==> src/rtl/alu_op_sequencer_if.sv <==
// Handshake and status bundle between the execute-button sequencer and its
// surroundings (button/switch inputs, multi-cycle unit, register strobes).
interface alu_op_sequencer_if;
  logic       btn_execute;
  logic [3:0] operation;
  logic       op_done;
  logic       enable_A;
  logic       enable_B;
  logic       enable_Y;
  logic       op_start;
  logic [3:0] op_sel;
  logic       busy;
  logic       err;
  logic [2:0] state;

  modport master (
    output btn_execute, operation, op_done,
    input  enable_A, enable_B, enable_Y, op_start, op_sel, busy, err, state
  );

  modport slave (
    input  btn_execute, operation, op_done,
    output enable_A, enable_B, enable_Y, op_start, op_sel, busy, err, state
  );
endinterface

==> src/rtl/alu_op_sequencer.sv <==
// Steps the 8-bit ALU datapath (load A, load B, issue, show) on each
// debounced press of the execute button; multi-cycle ops use op_start/op_done.
module alu_op_sequencer #(
  parameter int         DEBOUNCE_CYCLES = 4,
  parameter int         TIMEOUT_CYCLES  = 16,
  parameter int         NUM_OPS         = 8,
  parameter logic [7:0] MULTI_MASK      = 8'b1100_0000
) (
  input logic               clk,
  input logic               reset,
  alu_op_sequencer_if.slave bus
);

  localparam logic [2:0] S_LOAD_A = 3'd0;
  localparam logic [2:0] S_LOAD_B = 3'd1;
  localparam logic [2:0] S_READY  = 3'd2;
  localparam logic [2:0] S_WAIT   = 3'd3;
  localparam logic [2:0] S_SHOW   = 3'd4;

  localparam int             DBW          = $clog2(DEBOUNCE_CYCLES + 1);
  localparam int             TOW          = $clog2(TIMEOUT_CYCLES + 1);
  localparam logic [DBW-1:0] DB_LAST      = DBW'(DEBOUNCE_CYCLES - 1);
  localparam logic [TOW-1:0] TO_LAST      = TOW'(TIMEOUT_CYCLES - 1);
  localparam logic [15:0]    MULTI_MASK_X = 16'(MULTI_MASK);

  logic           r_sync1, r_sync2, r_db, r_db_d;
  logic [DBW-1:0] r_db_cnt;
  logic           w_press;

  logic [2:0]     r_state, w_state_nxt;
  logic [TOW-1:0] r_to_cnt, w_to_cnt_nxt;
  logic           r_en_a, r_en_b, r_en_y, r_op_start, r_busy, r_err;
  logic           w_en_a_nxt, w_en_b_nxt, w_en_y_nxt, w_op_start_nxt, w_busy_nxt, w_err_nxt;
  logic [3:0]     r_op_sel, w_op_sel_nxt;
  logic           w_op_valid, w_op_multi, w_to_last;

  // The debounced level flips only after DEBOUNCE_CYCLES consecutive disagreements.
  always_ff @(posedge clk or posedge reset) begin
    if (reset) begin
      r_sync1  <= 1'b0;
      r_sync2  <= 1'b0;
      r_db     <= 1'b0;
      r_db_d   <= 1'b0;
      r_db_cnt <= '0;
    end else begin
      r_sync1 <= bus.btn_execute;
      r_sync2 <= r_sync1;
      r_db_d  <= r_db;
      if (r_sync2 == r_db) begin
        r_db_cnt <= '0;
      end else if (r_db_cnt == DB_LAST) begin
        r_db     <= r_sync2;
        r_db_cnt <= '0;
      end else begin
        r_db_cnt <= r_db_cnt + 1'b1;
      end
    end
  end

  assign w_press    = r_db & ~r_db_d;
  assign w_op_valid = ({28'd0, bus.operation} < 32'(NUM_OPS));
  assign w_op_multi = MULTI_MASK_X[bus.operation];
  assign w_to_last  = (r_to_cnt == TO_LAST);

  always_ff @(posedge clk or posedge reset) begin
    if (reset) begin
      r_state    <= S_LOAD_A;
      r_to_cnt   <= '0;
      r_en_a     <= 1'b0;
      r_en_b     <= 1'b0;
      r_en_y     <= 1'b0;
      r_op_start <= 1'b0;
      r_busy     <= 1'b0;
      r_err      <= 1'b0;
      r_op_sel   <= 4'd0;
    end else begin
      r_state    <= w_state_nxt;
      r_to_cnt   <= w_to_cnt_nxt;
      r_en_a     <= w_en_a_nxt;
      r_en_b     <= w_en_b_nxt;
      r_en_y     <= w_en_y_nxt;
      r_op_start <= w_op_start_nxt;
      r_busy     <= w_busy_nxt;
      r_err      <= w_err_nxt;
      r_op_sel   <= w_op_sel_nxt;
    end
  end

  always_comb begin
    w_state_nxt = r_state;
    case (r_state)
      S_LOAD_A: if (w_press) w_state_nxt = S_LOAD_B;
      S_LOAD_B: if (w_press) w_state_nxt = S_READY;
      S_READY:  if (w_press && w_op_valid) w_state_nxt = w_op_multi ? S_WAIT : S_SHOW;
      S_WAIT:   if (bus.op_done || w_to_last) w_state_nxt = S_SHOW;
      S_SHOW:   if (w_press) w_state_nxt = S_LOAD_A;
      default:  w_state_nxt = S_LOAD_A;
    endcase
  end

  // Next values of the registered outputs; op_done beats the timeout in the same cycle.
  always_comb begin
    w_en_a_nxt     = 1'b0;
    w_en_b_nxt     = 1'b0;
    w_en_y_nxt     = 1'b0;
    w_op_start_nxt = 1'b0;
    w_busy_nxt     = r_busy;
    w_err_nxt      = r_err;
    w_op_sel_nxt   = r_op_sel;
    w_to_cnt_nxt   = r_to_cnt;
    case (r_state)
      S_LOAD_A: begin
        if (w_press) begin
          w_en_a_nxt = 1'b1;
          w_err_nxt  = 1'b0;
        end
      end
      S_LOAD_B: begin
        if (w_press) w_en_b_nxt = 1'b1;
      end
      S_READY: begin
        if (w_press) begin
          if (!w_op_valid) begin
            w_err_nxt = 1'b1;
          end else begin
            w_op_sel_nxt = bus.operation;
            w_err_nxt    = 1'b0;
            if (w_op_multi) begin
              w_op_start_nxt = 1'b1;
              w_busy_nxt     = 1'b1;
              w_to_cnt_nxt   = '0;
            end else begin
              w_en_y_nxt = 1'b1;
            end
          end
        end
      end
      S_WAIT: begin
        w_to_cnt_nxt = r_to_cnt + 1'b1;
        if (bus.op_done) begin
          w_en_y_nxt = 1'b1;
          w_busy_nxt = 1'b0;
        end else if (w_to_last) begin
          w_err_nxt  = 1'b1;
          w_busy_nxt = 1'b0;
        end
      end
      S_SHOW: begin
        w_busy_nxt = 1'b0;
      end
      default: begin
        w_busy_nxt = 1'b0;
      end
    endcase
  end

  assign bus.enable_A = r_en_a;
  assign bus.enable_B = r_en_b;
  assign bus.enable_Y = r_en_y;
  assign bus.op_start = r_op_start;
  assign bus.op_sel   = r_op_sel;
  assign bus.busy     = r_busy;
  assign bus.err      = r_err;
  assign bus.state    = r_state;

endmodule

==> src/flat_wrapper.sv <==
// flat-port wrapper written by rule: the top's interface ports become plain ports
module alu_op_sequencer_flat 
#(
  parameter int         DEBOUNCE_CYCLES = 4,
  parameter int         TIMEOUT_CYCLES  = 16,
  parameter int         NUM_OPS         = 8,
  parameter logic [7:0] MULTI_MASK      = 8'b1100_0000
)
  (clk, reset, bus_btn_execute, bus_operation, bus_op_done, bus_enable_A, bus_enable_B, bus_enable_Y, bus_op_start, bus_op_sel, bus_busy, bus_err, bus_state);
  alu_op_sequencer_if bus_i ();
  input logic clk;
  input logic reset;
  input wire logic [$bits(bus_i.btn_execute)-1:0] bus_btn_execute;
  input wire logic [$bits(bus_i.operation)-1:0] bus_operation;
  input wire logic [$bits(bus_i.op_done)-1:0] bus_op_done;
  output wire logic [$bits(bus_i.enable_A)-1:0] bus_enable_A;
  output wire logic [$bits(bus_i.enable_B)-1:0] bus_enable_B;
  output wire logic [$bits(bus_i.enable_Y)-1:0] bus_enable_Y;
  output wire logic [$bits(bus_i.op_start)-1:0] bus_op_start;
  output wire logic [$bits(bus_i.op_sel)-1:0] bus_op_sel;
  output wire logic [$bits(bus_i.busy)-1:0] bus_busy;
  output wire logic [$bits(bus_i.err)-1:0] bus_err;
  output wire logic [$bits(bus_i.state)-1:0] bus_state;
  assign bus_i.btn_execute = bus_btn_execute;
  assign bus_i.operation = bus_operation;
  assign bus_i.op_done = bus_op_done;
  assign bus_enable_A = bus_i.enable_A;
  assign bus_enable_B = bus_i.enable_B;
  assign bus_enable_Y = bus_i.enable_Y;
  assign bus_op_start = bus_i.op_start;
  assign bus_op_sel = bus_i.op_sel;
  assign bus_busy = bus_i.busy;
  assign bus_err = bus_i.err;
  assign bus_state = bus_i.state;
  alu_op_sequencer #(.DEBOUNCE_CYCLES(DEBOUNCE_CYCLES), .TIMEOUT_CYCLES(TIMEOUT_CYCLES), .NUM_OPS(NUM_OPS), .MULTI_MASK(MULTI_MASK)) u_core (.clk(clk), .reset(reset), .bus(bus_i));
endmodule
==> config.mk <==
export PLATFORM = sky130hd
export DESIGN_NAME = alu_op_sequencer_flat
export DESIGN_NICKNAME = d
export VERILOG_FILES = /design/src/rtl/alu_op_sequencer_if.sv /design/src/rtl/alu_op_sequencer.sv /design/src/flat_wrapper.sv
export SDC_FILE = /design/constraint.sdc
export NUM_CORES = 1
export LEC_CHECK = 0
export ABC_AREA = 1
export BUFFER_PORTS_ARGS = -buffer_cell sky130_fd_sc_hd__buf_4
export CORE_UTILIZATION = 54
export DETAILED_ROUTE_END_ITERATION = 6
export PLACE_DENSITY = 0.77
export REMOVE_ABC_BUFFERS = 1
export SLEW_MARGIN = 5
export SYNTH_ARGS = -nofsm -noshare
export SYNTH_HDL_FRONTEND = slang
export SYNTH_SLANG_ARGS = --single-unit
==> constraint.sdc <==
create_clock -name clk -period 1.75 [get_ports clk]
set_input_delay 0.2625 -clock clk [delete_from_list [all_inputs] [get_ports clk]]
set_output_delay 0.2625 -clock clk [all_outputs]
set_load 0.01 [all_outputs]
## Yosys cells after proc, flatten, opt, wreduce, memory -nomap -nowiden

Memories as Yosys holds them, arrays and structs flattened.
Cells that the tools add are included.

- Flip-flop bits (word level): 25
- Memory bits (read-only): 16
- Input bits: 8
- Output and inout bits: 13
- Logic and storage cells: 91
- Memories: 1

- Add/subtract/negate cells: 2
- Order comparisons: 2
- Eq/ne operators: 18
- Muxes and demuxes: 38
- Bitwise logic cells: 4
- Reductions and logical operators: 12

Memory list:

| memory | words | width | rd ports | clocked after memory_dff | write ports | line | text |
|---|---|---|---|---|---|---|---|
| (name not given) | 16 | 1 | 1 | 0 | 0 | alu_op_sequencer.sv:62 | `assign w_op_multi = MULTI_MASK_X[bus.operation];` |

Operator list:

| operator | count |
|---|---|
| 3-bit two-way mux | 8 |
| 1-bit two-way mux | 22 |
| 2-bit by 1-bit inequality test with 1-bit output (second input constant) | 9 |
| 5-bit two-way mux | 3 |
| 3-bit one-hot mux with 5 select lines | 1 |
| 5-bit AND reduction | 3 |
| 5-bit one-hot mux with 2 select lines | 1 |
| 3-bit by 2-bit == test with 1-bit output (second input constant) | 3 |
| 1-bit one-hot mux with 3 select lines | 2 |
| 5-bit by 1-bit adder with 5-bit output (second input constant) | 1 |
| 5-bit by 4-bit == test with 1-bit output (second input constant) | 1 |
| 4-bit by 5-bit < comparator with 1-bit output (second input constant) | 1 |
| 4-bit < comparator (second input constant) | 1 |
| 4-bit AND reduction | 1 |
| 3-bit by 1-bit adder with 3-bit output (second input constant) | 1 |
| 3-bit by 1-bit == test with 1-bit output (second input constant) | 1 |
| 3-bit == test (second input constant) | 1 |
| 3-bit logical NOT | 1 |
| 3-bit by 2-bit inequality test with 1-bit output (second input constant) | 1 |
| 1-bit inverter | 3 |
| 3-bit AND reduction | 1 |
| 3-bit nonzero test | 1 |
| 2-bit inequality test (second input constant) | 1 |
| 1-bit one-hot mux with 2 select lines | 1 |
| 7 further kinds | 7 |

## Depth between registers and ports, before layout

- Depth after elaboration: 6
- Gate-level depth with buffers: 11
- Depth with buffers taken out: 11

## Worst setup path before layout

Ideal clock, no wire load.

- Kind: reg2reg
- Start point: reg u_core.r_to_cnt[0]
- End point: reg u_core.r_state[2] (netlist: u_core.bus.state[2])
- Setup time: 0.117 ns
- Arrival: 1.335 ns
- Data required time: 1.633 ns
- Setup slack: 0.297 ns
- Stages on the path, launching flop included: 11
- Path buffers: 0
- Period minus slack after synthesis: 1.453 ns
- Cells stage by stage: dfrtp_1 > ha_1 > nand2_1 > nor2_1 > ha_1 > nor2_1 > inv_1 > nor2_2 > nor2_2 > nand3_1 > nand2_1

- Word-level cells in the longest chain between the ends: 4

Ends and longest elaborated chain:

| element | line | text |
|---|---|---|
| start, declared | alu_op_sequencer.sv:31 | `logic [TOW-1:0] r_to_cnt, w_to_cnt_nxt;` |
| start signal, assigned | alu_op_sequencer.sv:78 | `r_to_cnt <= w_to_cnt_nxt;` |
| 5-bit by 4-bit == test with 1-bit output | alu_op_sequencer.sv:63 | `assign w_to_last = (r_to_cnt == TO_LAST);` |
| 1-bit logical OR | alu_op_sequencer.sv:95 | `S_WAIT: if (bus.op_done \|\| w_to_last) w_state_nxt = S_SHOW;` |
| 2-bit by 1-bit inequality test with 1-bit output (no source line) | n/a |  |
| 5-bit AND reduction (no source line) | n/a |  |
| end signal, assigned | alu_op_sequencer.sv:77 | `r_state <= w_state_nxt;` |
| end, declared | alu_op_sequencer.sv:30 | `logic [2:0] r_state, w_state_nxt;` |

Every way passes these cells.
A chain may end at the register's enable or synchronous reset.

## Worst setup path in the final report

- Start point: reg u_core.r_to_cnt[0]
- End point: reg u_core.r_state[1] (netlist: u_core.bus.state[1])

The elaborated chain is that of the path after synthesis.

==> metrics <==
total power=1.994 mW; Leak=between 0.7 and 0.8 nW; Yosys warning count=0; setup violators final=0; PD cells=about 1400 nW/um^2; clock root buffer=clkbuf_4; Hold Slack=47.80 ps; Via Count=1,011; met2 usage=0.3542; EDFF count, synth=0; Syn Area/Cell=roughly 8 um^2; Placer Congestion=~0.9; GR met1 Demand/Resource=0.2608; Area Growth Syn to Fin=18.91%; xor/xnor share of the synthesized area=0.007353; DP Worst Slack=180.4 ps; combinational family with the most area after synthesis=simple AND/OR/NAND/NOR gates; Hold Path Class=in -> reg; M3 GR Usage=0.04050; CTS H-tree depth=1; most crowded layer after global routing=met2; CTS Sinks=25; CTS Buf Count=3; IO Port Bufs=20; CP endpoint kind=register; Setup TNS Final=0 ps; Clock Skews=2.142 ps; Synth cell types=19; I/O Pins=21; synthesized cell area=1191 um^2; crit path cell chain=ha_1 -> nand2_1 -> nor2_1 -> ha_1 -> nor2_1 -> inv_1 -> nor2_2 -> nor2_2 -> nand3_1 -> nand2_1; Remaining DRCs=0; Crit Path Category=reg -> reg; clk slew on worst S/H paths=roughly 130 ps; Syn Inst Count=146; largest net degree at the start of global routing=26; final setup margin=146.7 ps; nets=184; Synth Area in Adders=0.03151; ratio of cells with drive above 1 in the final layout=0.2267; register area share after synthesis=0.5252; critical path required time=1970 ps; Avg WL per Cell=11.42 um; Final period util=0.9162; Post-Layout Inst Area=1416 um^2; Max Clk Rate=623.7 MHz; Seq cells post-synth=25; first-pass GRT wire length=roughly 3800 um; simple-gate area share of the yosys netlist=0.3487; Cell Area, Placed=1371 um^2; Die Y=48.97 um; max-slew violation count=0; Max-slew headroom=0.7309; crit path launch type=register; CTS max path bufs=2; Routed Antenna Nets=0; Hold Fails Final Rpt=0; Most used DFF post-synth=dfrtp_1; CTS-repair resized insts=0; maxcap violations=0; DIE AREA=roughly 2400 um^2; IR drop worst, VDD=934.3 uV; Final min period=about 1600 ps; CTS tree=built; critical path fanouts, max=4; Critical Path AT=1830 ps; number of iterations in the first detailed-routing pass=4; DR iter-0 viols=24; core area=2022 um^2; Initial Utilization=0.5891; initial antenna violation count=0; status=finished, final reports clean; ant diodes=0; total track usage=0.2113; worst skew pair latency=approximately 310 ps; Synth Area in Compound Gates=0.02101; total congestion overflow=0; Slowest-stage cell, CP=dfrtp_1; Slew @ Worst Pin=403.7 ps; async set-reset flop share out of synthesis=1.000; crit-path max cell delay=430 ps; via/cell ratio=5.080; vias in the first global route=898; Rows=16; multiplexer area fraction after synthesis=0; hpwl dp=1650 um; Die Wd=48.97 um; final WL=2272 um
==> timing repair <==
item,4_1_cts,5_1_grt
endpoints found under the hold margin,25,0
buffers inserted,0,1
endpoints found under the setup margin,0,1
hold buffers,1,0
==> per-layer routing <==
metal	wire length, um	vias to the layer above
met5	0	-
met4	42	0
met3	107	6
met2	1071	26
met1	1050	474
li1	-	505
==> worst max-delay path, delay by kind of cell (launching register included) <==
kind,cells,cell delay [ps]
buffers and inverters,1,70
AND/OR/NAND/NOR,7,590
flip-flops,1,430
adder cells (fa/ha/maj),2,430
==> where the power goes <==
group          leakage, nW  switching (mW)  internal [mW]
registers            0.327           0.168          0.742
logic                0.447           0.483          0.350
clock network       0.0177           0.165         0.0855
total                0.791           0.816           1.18
==> worst paths after layout <==
path / from / to / slack, ps / depth (start not counted)
worst max register to register: u_core.r_to_cnt[0] / u_core.bus.state[1] / 150 / 10
worst max-delay path: u_core.r_to_cnt[0] / u_core.bus.state[1] / 150 / 10
worst min-delay path: bus_btn_execute / u_core.r_sync1 / 50 / 1
min in group asynchronous: reset / u_core.r_to_cnt[2] / 550 / 4
worst min register to register: u_core.r_sync1 / u_core.r_sync2 / 360 / 0
max in group asynchronous: reset / u_core.r_db_cnt[1] / 960 / 4
==> cell usage in the layout, fill, tap and decap left out <==
cell type | synthesis | routed
nor2_1 | 10 | 10
nand2_1 | 56 | 56
nor3_1 | 2 | 2
nand3_1 | 10 | 10
nand2_2 | 2 | 2
nand4_1 | 4 | 4
dlygate4sd3_1 | 0 | 1
o21ai_0 | 3 | 3
nand3_2 | 1 | 1
clkbuf_4 | 0 | 3
inv_2 | 2 | 2
ha_1 | 3 | 3
clkinv_2 | 0 | 1
a21oi_1 | 2 | 2
nor2_4 | 1 | 1
inv_1 | 16 | 16
or2_2 | 2 | 2
xnor2_1 | 1 | 1
nor2_2 | 4 | 4
dfrtp_1 | 25 | 25
nand2_4 | 1 | 1
buf_4 | 0 | 22
==> area by class of cell <==
cell class,instances,area (um^2)
clock buffer,3,22.52
clock inverter,1,5.005
fill,179,605.6
inverter,18,67.56
multi-input combinational,102,486.7
sequential,25,625.6
tap,27,33.78
timing repair buffer,23,175.2
==> state kept, by name, indices dropped and copies added, names as in the netlist, 3 cells and up <==
name and flops:
u_core.r_to_cnt 5, u_core.r_db_cnt 3, u_core.bus.op_sel 4, u_core.bus.state 3
==> cells by family after synthesis <==
kind of cell    count (synthesis)
xor+xnor                        1
compound gates                  5
flops                          25
fa+ha+maj                       3
simple gates                   93
buf+inv                        19
==> synthesized netlist by cell type, types with 2 or more instances <==
library cell | number | area share
nand2_1 | 56 | 0.18
dfrtp_1 | 25 | 0.53
inv_1 | 16 | 0.050
nand3_1 | 10 | 0.042
nor2_1 | 10 | 0.032
nand4_1 | 4 | 0.021
nor2_2 | 4 | 0.021
ha_1 | 3 | 0.032
o21ai_0 | 3 | 0.013
a21oi_1 | 2 | 0.0084
inv_2 | 2 | 0.0063
nand2_2 | 2 | 0.011
nor3_1 | 2 | 0.0084
or2_2 | 2 | 0.011
==> stage by stage <==
| step | utilization | std cells |
|---|---|---|
| after floorplan | - | 145 |
| after global placement | 0.6782 | 193 |
| after detailed placement | 0.6782 | 193 |
| after CTS | 0.6968 | 198 |
| after global routing | 0.7005 | 199 |
| final | 0.7005 | 199 |
No activity file was read; power rests on OpenSTA's default activity.
